File: src/rtl/pulse_train_gen_if.sv
// pulse_train_gen_if: control/status bundle for the pulse-train generator.
// The master side (stimulus/control block) drives the request fields and
// observes the waveform and strobes; the slave side is the generator itself.
interface pulse_train_gen_if #(
  parameter int unsigned CNT_W = 8
) ();

  logic             start_i;
  logic [CNT_W-1:0] high_len_i;
  logic [CNT_W-1:0] low_len_i;
  logic [CNT_W-1:0] count_i;
  logic             abort_i;
  logic             wave_o;
  logic             rise_o;
  logic             fall_o;
  logic             busy_o;
  logic             done_o;

  modport master (
    output start_i,
    output high_len_i,
    output low_len_i,
    output count_i,
    output abort_i,
    input  wave_o,
    input  rise_o,
    input  fall_o,
    input  busy_o,
    input  done_o
  );

  modport slave (
    input  start_i,
    input  high_len_i,
    input  low_len_i,
    input  count_i,
    input  abort_i,
    output wave_o,
    output rise_o,
    output fall_o,
    output busy_o,
    output done_o
  );

endinterface

File: src/rtl/pulse_train_gen.sv
// pulse_train_gen: programmable square-wave generator. On an accepted start it
// emits count periods of high_len high cycles followed by low_len low cycles,
// flagging every edge with a one-cycle strobe and the normal end with done.
// All outputs are registered and derived from the next state, so the strobes
// line up with the first cycle of each phase.
// Optional build macro PULSE_GEN_CONT_EN: a start with count 0 runs a
// continuous train until aborted (no done pulse). Without it such a start is
// ignored.
module pulse_train_gen #(
  parameter int unsigned CNT_W = 8
) (
  input  logic              clk,
  input  logic              reset,
  pulse_train_gen_if.slave  bus
);

  localparam logic [CNT_W-1:0] CntOne  = CNT_W'(1);
  localparam logic [CNT_W-1:0] CntZero = '0;

  typedef enum logic [1:0] {
    StIdle,
    StHigh,
    StLow
  } state_e;

  state_e           state_q, state_d;
  logic [CNT_W-1:0] phase_q, phase_d;
  logic [CNT_W-1:0] period_q, period_d;
  logic [CNT_W-1:0] high_len_q, high_len_d;
  logic [CNT_W-1:0] low_len_q, low_len_d;
  logic             wave_q, wave_d;
  logic             rise_q, rise_d;
  logic             fall_q, fall_d;
  logic             busy_q, busy_d;
  logic             done_q, done_d;
`ifdef PULSE_GEN_CONT_EN
  logic             cont_q, cont_d;
`endif

  // Effective lengths of the request: zero is promoted to one cycle.
  logic [CNT_W-1:0] req_high_len;
  logic [CNT_W-1:0] req_low_len;
  logic             phase_last;

  always_comb begin
    req_high_len = (bus.high_len_i == CntZero) ? CntOne : bus.high_len_i;
    req_low_len  = (bus.low_len_i  == CntZero) ? CntOne : bus.low_len_i;
    // Lengths are never below one, so <= also guards against a stray zero.
    phase_last   = (phase_q <= CntOne);
  end

  // Next-state logic: phase/period counting, start acceptance and abort.
  always_comb begin
    state_d    = state_q;
    phase_d    = phase_q;
    period_d   = period_q;
    high_len_d = high_len_q;
    low_len_d  = low_len_q;
    done_d     = 1'b0;
`ifdef PULSE_GEN_CONT_EN
    cont_d     = cont_q;
`endif

    unique case (state_q)
      StIdle: begin
        if (bus.start_i && (bus.count_i != CntZero)) begin
          state_d    = StHigh;
          high_len_d = req_high_len;
          low_len_d  = req_low_len;
          phase_d    = req_high_len;
          period_d   = bus.count_i;
`ifdef PULSE_GEN_CONT_EN
          cont_d     = 1'b0;
`endif
        end
`ifdef PULSE_GEN_CONT_EN
        else if (bus.start_i) begin
          state_d    = StHigh;
          high_len_d = req_high_len;
          low_len_d  = req_low_len;
          phase_d    = req_high_len;
          period_d   = CntZero;
          cont_d     = 1'b1;
        end
`endif
      end

      StHigh: begin
        if (bus.abort_i) begin
          state_d  = StIdle;
          phase_d  = CntZero;
          period_d = CntZero;
        end else if (phase_last) begin
          state_d = StLow;
          phase_d = low_len_q;
        end else begin
          phase_d = phase_q - CntOne;
        end
      end

      StLow: begin
        if (bus.abort_i) begin
          state_d  = StIdle;
          phase_d  = CntZero;
          period_d = CntZero;
        end else if (phase_last) begin
`ifdef PULSE_GEN_CONT_EN
          if (cont_q) begin
            // Continuous train: period counter is left untouched.
            state_d = StHigh;
            phase_d = high_len_q;
          end else
`endif
          if (period_q <= CntOne) begin
            state_d  = StIdle;
            phase_d  = CntZero;
            period_d = CntZero;
            done_d   = 1'b1;
          end else begin
            state_d  = StHigh;
            phase_d  = high_len_q;
            period_d = period_q - CntOne;
          end
        end else begin
          phase_d = phase_q - CntOne;
        end
      end

      default: begin
        state_d  = StIdle;
        phase_d  = CntZero;
        period_d = CntZero;
      end
    endcase
  end

  // Registered outputs follow the next state; edges are strobed on entry.
  always_comb begin
    wave_d = (state_d == StHigh);
    busy_d = (state_d != StIdle);
    rise_d = (state_d == StHigh) && (state_q != StHigh);
    // Covers both the normal HIGH->LOW edge and an abort out of HIGH.
    fall_d = (state_q == StHigh) && (state_d != StHigh);
  end

  // State, counters, latched fields and output registers.
  always_ff @(posedge clk or negedge reset) begin
    if (!reset) begin
      state_q    <= StIdle;
      phase_q    <= '0;
      period_q   <= '0;
      high_len_q <= '0;
      low_len_q  <= '0;
      wave_q     <= 1'b0;
      rise_q     <= 1'b0;
      fall_q     <= 1'b0;
      busy_q     <= 1'b0;
      done_q     <= 1'b0;
`ifdef PULSE_GEN_CONT_EN
      cont_q     <= 1'b0;
`endif
    end else begin
      state_q    <= state_d;
      phase_q    <= phase_d;
      period_q   <= period_d;
      high_len_q <= high_len_d;
      low_len_q  <= low_len_d;
      wave_q     <= wave_d;
      rise_q     <= rise_d;
      fall_q     <= fall_d;
      busy_q     <= busy_d;
      done_q     <= done_d;
`ifdef PULSE_GEN_CONT_EN
      cont_q     <= cont_d;
`endif
    end
  end

  assign bus.wave_o = wave_q;
  assign bus.rise_o = rise_q;
  assign bus.fall_o = fall_q;
  assign bus.busy_o = busy_q;
  assign bus.done_o = done_q;

endmodule
File: src/flat_wrapper.sv
// flat-port wrapper written by rule: the top's interface ports become plain ports
module pulse_train_gen_flat 
#(
  parameter int unsigned CNT_W = 8
)
  (clk, reset, bus_start_i, bus_high_len_i, bus_low_len_i, bus_count_i, bus_abort_i, bus_wave_o, bus_rise_o, bus_fall_o, bus_busy_o, bus_done_o);
  pulse_train_gen_if #(.CNT_W(CNT_W)) bus_i ();
  input  logic clk;
  input  logic reset;
  input wire logic [$bits(bus_i.start_i)-1:0] bus_start_i;
  input wire logic [$bits(bus_i.high_len_i)-1:0] bus_high_len_i;
  input wire logic [$bits(bus_i.low_len_i)-1:0] bus_low_len_i;
  input wire logic [$bits(bus_i.count_i)-1:0] bus_count_i;
  input wire logic [$bits(bus_i.abort_i)-1:0] bus_abort_i;
  output wire logic [$bits(bus_i.wave_o)-1:0] bus_wave_o;
  output wire logic [$bits(bus_i.rise_o)-1:0] bus_rise_o;
  output wire logic [$bits(bus_i.fall_o)-1:0] bus_fall_o;
  output wire logic [$bits(bus_i.busy_o)-1:0] bus_busy_o;
  output wire logic [$bits(bus_i.done_o)-1:0] bus_done_o;
  assign bus_i.start_i = bus_start_i;
  assign bus_i.high_len_i = bus_high_len_i;
  assign bus_i.low_len_i = bus_low_len_i;
  assign bus_i.count_i = bus_count_i;
  assign bus_i.abort_i = bus_abort_i;
  assign bus_wave_o = bus_i.wave_o;
  assign bus_rise_o = bus_i.rise_o;
  assign bus_fall_o = bus_i.fall_o;
  assign bus_busy_o = bus_i.busy_o;
  assign bus_done_o = bus_i.done_o;
  pulse_train_gen #(.CNT_W(CNT_W)) u_core (.clk(clk), .reset(reset), .bus(bus_i));
endmodule
File: config.mk
export PLATFORM = sky130hd
export DESIGN_NAME = pulse_train_gen_flat
export DESIGN_NICKNAME = d
export VERILOG_FILES = /design/src/rtl/pulse_train_gen_if.sv /design/src/rtl/pulse_train_gen.sv /design/src/flat_wrapper.sv
export SDC_FILE = /design/constraint.sdc
export NUM_CORES = 1
export LEC_CHECK = 0
export ABC_AREA = 1
export CORE_MARGIN = 4
export CORE_UTILIZATION = 55
export DETAILED_ROUTE_END_ITERATION = 10
export MAX_ROUTING_LAYER = met4
export PLACE_DENSITY = 0.86
export SLEW_MARGIN = 20
export SYNTH_ARGS = -nofsm -noshare
export SYNTH_HDL_FRONTEND = slang
export SYNTH_SLANG_ARGS = --single-unit
File: constraint.sdc
create_clock -name clk -period 2.28 [get_ports clk]
set_input_delay 0.456 -clock clk [delete_from_list [all_inputs] [get_ports clk]]
set_output_delay 0.456 -clock clk [all_outputs]
set_load 0.02 [all_outputs]
# Word level (Yosys, flattened, before mapping)
# Index checks and enable logic that the tools add are counted.
[word_totals] ff_bits=39 latch_bits=0 ram_bits=0 rom_bits=0 output_inout_bits=5 wordCells=58 memories=0
[op_classes] add_sub_neg=2 multipliers=0 div_mod_pow=0 magnitude_cmp=2 n_eq_ne=8 n_shift=0 mux=26 bitwise_logic=0 n_reduce_logical=10
[op_table] cell="8-bit 2-to-1 mux" n=13
[op_table] cell="8-bit one-hot mux with 3 select lines" n=2
[op_table] cell="8-bit by 1-bit less-or-equal comparator with 1-bit output (second input constant)" n=2
[op_table] cell="8-bit zero test" n=2
[op_table] cell="8-bit by 1-bit subtractor with 8-bit output (second input constant)" n=2
[op_table] cell="2-bit 2-to-1 mux" n=5
[op_table] cell="8-bit nonzero test" n=1
[op_table] cell="2-bit by 1-bit inequality test with 1-bit output (second input constant)" n=3
[op_table] cell="2-bit one-hot mux with 3 select lines" n=1
[op_table] cell="1-bit 2-to-1 mux" n=5
[op_table] cell="2-bit by 1-bit == test with 1-bit output (second input constant)" n=2
[op_table] cell="1-bit logical AND" n=3
[op_table] cell="3-bit by 2-bit inequality test with 1-bit output (second input constant)" n=1
[op_table] cell="3-bit AND reduction" n=1
[op_table] cell="2-bit == test (second input constant)" n=1
[op_table] cell="2-bit zero test" n=1
[op_table] cell="2-bit inequality test (second input constant)" n=1
[op_table] cell="2-bit AND reduction" n=1
[op_table] cell="2-bit nonzero test" n=1

# Longest topological paths before layout
[depth] depth_word=7 ltp_mapped=14

# Least setup slack after synthesis
# No wires, ideal clock.
[synth_path] path_kind="register to register" start="reg u_core.period_q[0]" end="reg u_core.busy_q (netlist: u_core.bus.busy_o)" t_arrival_ps=1466 required_ps=2148 setup_slack_ps=681 path_stages_with_launch=10 path_buffers=0 period_less_slack_ps=1599 cell_sequence="dfrtp_1 inv_1 ha_1 inv_1 nand2_1 nand2_1 o21ai_2 nor2_2 nor3_2 o21ai_1"
[synth_between] elab_chain_len=6
[synth_rtl] item="from (decl)" line="pulse_train_gen.sv:28" source="logic [CNT_W-1:0] period_q, period_d;"
[synth_rtl] item="from (signal assigned)" line="pulse_train_gen.sv:165" source="period_q <= period_d;"
[synth_rtl] item="8-bit by 1-bit less-or-equal comparator with 1-bit output" line="pulse_train_gen.sv:114" source="if (period_q <= CntOne) begin"
[synth_rtl] item="1-bit 2-to-1 mux" line="pulse_train_gen.sv:114"
[synth_rtl] item="2-bit 2-to-1 mux" line="pulse_train_gen.sv:106" source="end else if (phase_last) begin"
[synth_rtl] item="2-bit 2-to-1 mux" line="pulse_train_gen.sv:102" source="if (bus.abort_i) begin"
[synth_rtl] item="2-bit one-hot mux with 3 select lines" line="pulse_train_gen.sv:64" source="unique case (state_q)"
[synth_rtl] item="2-bit nonzero test" line="pulse_train_gen.sv:140" source="busy_d = (state_d != StIdle);"
[synth_rtl] item="named net u_core.busy_d" line="pulse_train_gen.sv:34" source="logic busy_q, busy_d;"
[synth_rtl] item="to (signal assigned)" line="pulse_train_gen.sv:171" source="busy_q <= busy_d;"
[synth_rtl] item="to (decl)" line="pulse_train_gen.sv:34"
# The timed path passes the listed nets, and every way through them passes these cells.
# A chain may end at the register's enable or synchronous reset.

# Final worst setup path
# Same ends and word-level chain as after synthesis.

==> results.md <==
* Placed standard-cell area at 2740 µm²
* Hold bufs inserted after CTS at 0
* Overall die area at 5450 µm²
* Number of port buffers at 32
* Starting utilization of the core area at 0.583
* Worst path bufs/invs at 2
* Layout overhead on the synthesized area at 19.7%
* Number of design rule violations left after detail routing at 0
* P_leak at 0.00145 µW
* Clk root buf: clkbuf_8
* Num rows at 23
* Worst flop-to-flop path startpoint: u_core.period_q[0]
* Cell breakdown of the critical path: inv_1, ha_1, inv_1, nand2_1, nand2_1, o21ai_2, nor2_2, nor3_2, o21ai_1
* TritonCTS clock tree: built
* Routability Congestion at 1.00
* Cell with the largest stage delay on the worst path: dfrtp_1
* Post-synthesis net count at 365
* Reg2reg end: u_core.bus.busy_o
* Via Count at 2191
* Final Net Count at 401
* Total Routed Length at 5.29 mm
* Data required, critical path at 2.44 ns
* Number of max-capacitance violations reported at 0
* Maximum achievable frequency at 517 MHz
* Grt met1 use at 0.305
* Number of failing setup endpoints in the final timing report at 0
* Depth of the critical timing path with buffers and inverters included at 9
* Number of antenna violations at the first check in global routing at 0
* Length in cells of the worst reg-to-reg path at 9
* Beginning of the critical path: u_core.period_q[0]
* Initial drt markers at 163
* H-tree levels at 2
* Antenna Diode Count at 0
* Worst setup path end: u_core.bus.busy_o
* Count of TritonRoute iterations in the first routing pass at 4
* Global router's overall resource usage at 0.226
* Ys async rst share at 1.00
* Area fraction of the dominant cell type after synthesis at 0.410
* Overall overflow remaining after global route at 0
* Launching element type of the critical path: flop
* Outcome: completed
* Final design instance area without fill at 2850 µm²
* Min cycle time layout at 1.93 ns
* Die Span X at 73.8 µm
* Antenna violation net count after detailed routing at 0
* Setup clock skew after layout at 0.00886 ns
* Clock input transition at the sequential cells of the worst setup and hold paths at 0.08 ns
* Ratio of final minimum period to clock period at 0.848
* Final hold violations at 0
* Post-synth top cells: nand2_1, dfrtp_1, inv_1
* Number of vias per cell after detailed routing at 5.22
* CTS Sinks at 39
* Most area-hungry cell type in the Yosys netlist: dfrtp_1
* Largest delay share family, worst path: simple AND/OR/NAND/NOR gates
* Critical Path Max Stage Delay at 0.41 ns
* Unrepaired setup endpoints after global routing: false
* Count of distinct cell types in the synthesized netlist at 31
* Count of cells resized by post-cts repair at 0
* Post-CTS Setup Repair Bufs at 0
* TritonCTS buffer count at 5
* Vias in the first global route at 2137
* Share of the yosys chip area belonging to registers at 0.410
* Busiest grt layer: met2
* Synthesized area per cell at 7.15 µm²
* Clock latency on the worst-skew pair at 0.29 ns
* Height of the die at 73.8 µm
* DP Wirelength at 4.09 mm
* Most area-consuming cells after synthesis: dfrtp_1, nand2_1, inv_1, nand3_1, o21ai_1
* Power per cell area at 1250 nW/µm²
* Number of warnings reported in the yosys synthesis log at 0
* Final sum of negative setup slack at 0 ns
* Top-Level Pins at 33
* Count of flip-flops with a built-in enable after synthesis at 0
* Start-to-end type of the worst setup path: flop to flop
* Most frequently used cell type in the post-synthesis netlist: nand2_1
* Max-slew violation total from the final report at 0
* Largest net degree at the start of global routing at 20
* Area of the core region at 4090 µm²
* Flip-flop cell with the highest count after synthesis: dfrtp_1
* Global-route wire length before repair at 9.35 mm
* Average detailed-routed wire length per instance at 12.6 µm
* Category of the worst setup path capture point: flop
* Max Root-Sink Buffers at 2
* #FFs+latches synth at 39
* Worst min-delay path class: input pin to asynchronous set/reset pin
* Met3 routing resource usage after global routing at 0.0424
* Worst Path Max Fanout at 8
* Register-to-register path setup slack at 0.35 ns
* Worst slew margin relative to its limit at 0.710
* Worst VDD drop at 0.522 mV
* Fraction of layout instances using a drive strength above 1 at 0.130
* Slew at the pin closest to its max-slew limit at 0.435 ns
* Met2 global-route usage at 0.344
* Gate count of the mapped netlist at 333
* Post-synth design cell area at 2380 µm²
* Crit path arrival time at 2.09 ns
==> kinds of logic (layout without fill, tap and decap cells) <==
group / count (synthesis) / in the layout / share of synthesized area
buffers and inverters: 54 / 91 / 0.0951
XOR/XNOR: 4 / 4 / 0.0147
AND/OR/NAND/NOR: 186 / 186 / 0.349
AO/OA/AOI/OAI: 46 / 46 / 0.110
adder cells (fa/ha/maj): 4 / 4 / 0.0210
flip-flops: 39 / 39 / 0.410
==> metal layers <==
metal  share of wire  vias to the layer above
met1            0.48                      984
li1                -                     1124
met3           0.061                        7
met4           0.011                        0
met2            0.45                       76
met5               0                        -
==> power by group <==
part / switching (µW) / internal [µW] / total (µW)
Clock: 249 / 326 / 575
Combinational: 1140 / 630 / 1770
Sequential: 219 / 992 / 1210
==> worst min path at each step <==
stage	cells after the start	endpoint	slack, ns
final	1	u_core.period_q[0]	0.09
after detailed placement	1	u_core.period_q[0]	0.43
after global routing	1	u_core.phase_q[4]	0.13
after floorplan	0	u_core.bus.busy_o	0.16
after CTS	1	u_core.high_len_q[1]	0.10
after global placement	1	u_core.period_q[3]	0.43
==> flip-flops by register name, summed over array words and instances (netlist names) <==
name and flops:
u_core.bus.fall_o 1, u_core.state_q 2, u_core.high_len_q 8, u_core.bus.rise_o 1, u_core.low_len_q 8, u_core.bus.done_o 1
u_core.phase_q 8, u_core.bus.wave_o 1, u_core.period_q 8, u_core.bus.busy_o 1
==> area by class of cell <==
type	count	area, µm²
clock inverters	3	43.8
multi-input cells	240	1180
well taps	50	62.6
fillers	336	1240
repair buffers	35	338
clock buffers	5	68.8
flip-flops and latches	39	976
inverters	48	183
==> placed cells by master (no fill, tap or decap), types with 4 or more instances in the layout <==
cell type          n
nor2_2             4
inv_1             38
nor2_1            25
o21ai_2            7
nor2_4             5
clkbuf_8           5
nand2_2            8
nand3_1           25
dfrtp_1           39
inv_2              8
nand2_1          110
o21ai_0           10
ha_1               4
o21ai_1           23
clkdlybuf4s50_1   31
==> through the flow <==
stage               utilization  hold slack (ns)  instances  power [µW]  setup WS, ns
finish                    0.697           0.0945        420        3560         0.348
CTS                       0.697            0.101        420        3550         0.334
detailed placement        0.670            0.427        412        2960         0.243
global route              0.697            0.125        420        3880         0.157
global placement          0.670            0.429        412        2910         0.271
floorplan                     -            0.160        333        2550         0.681
Note: power is estimated with default switching activity, not from simulation.
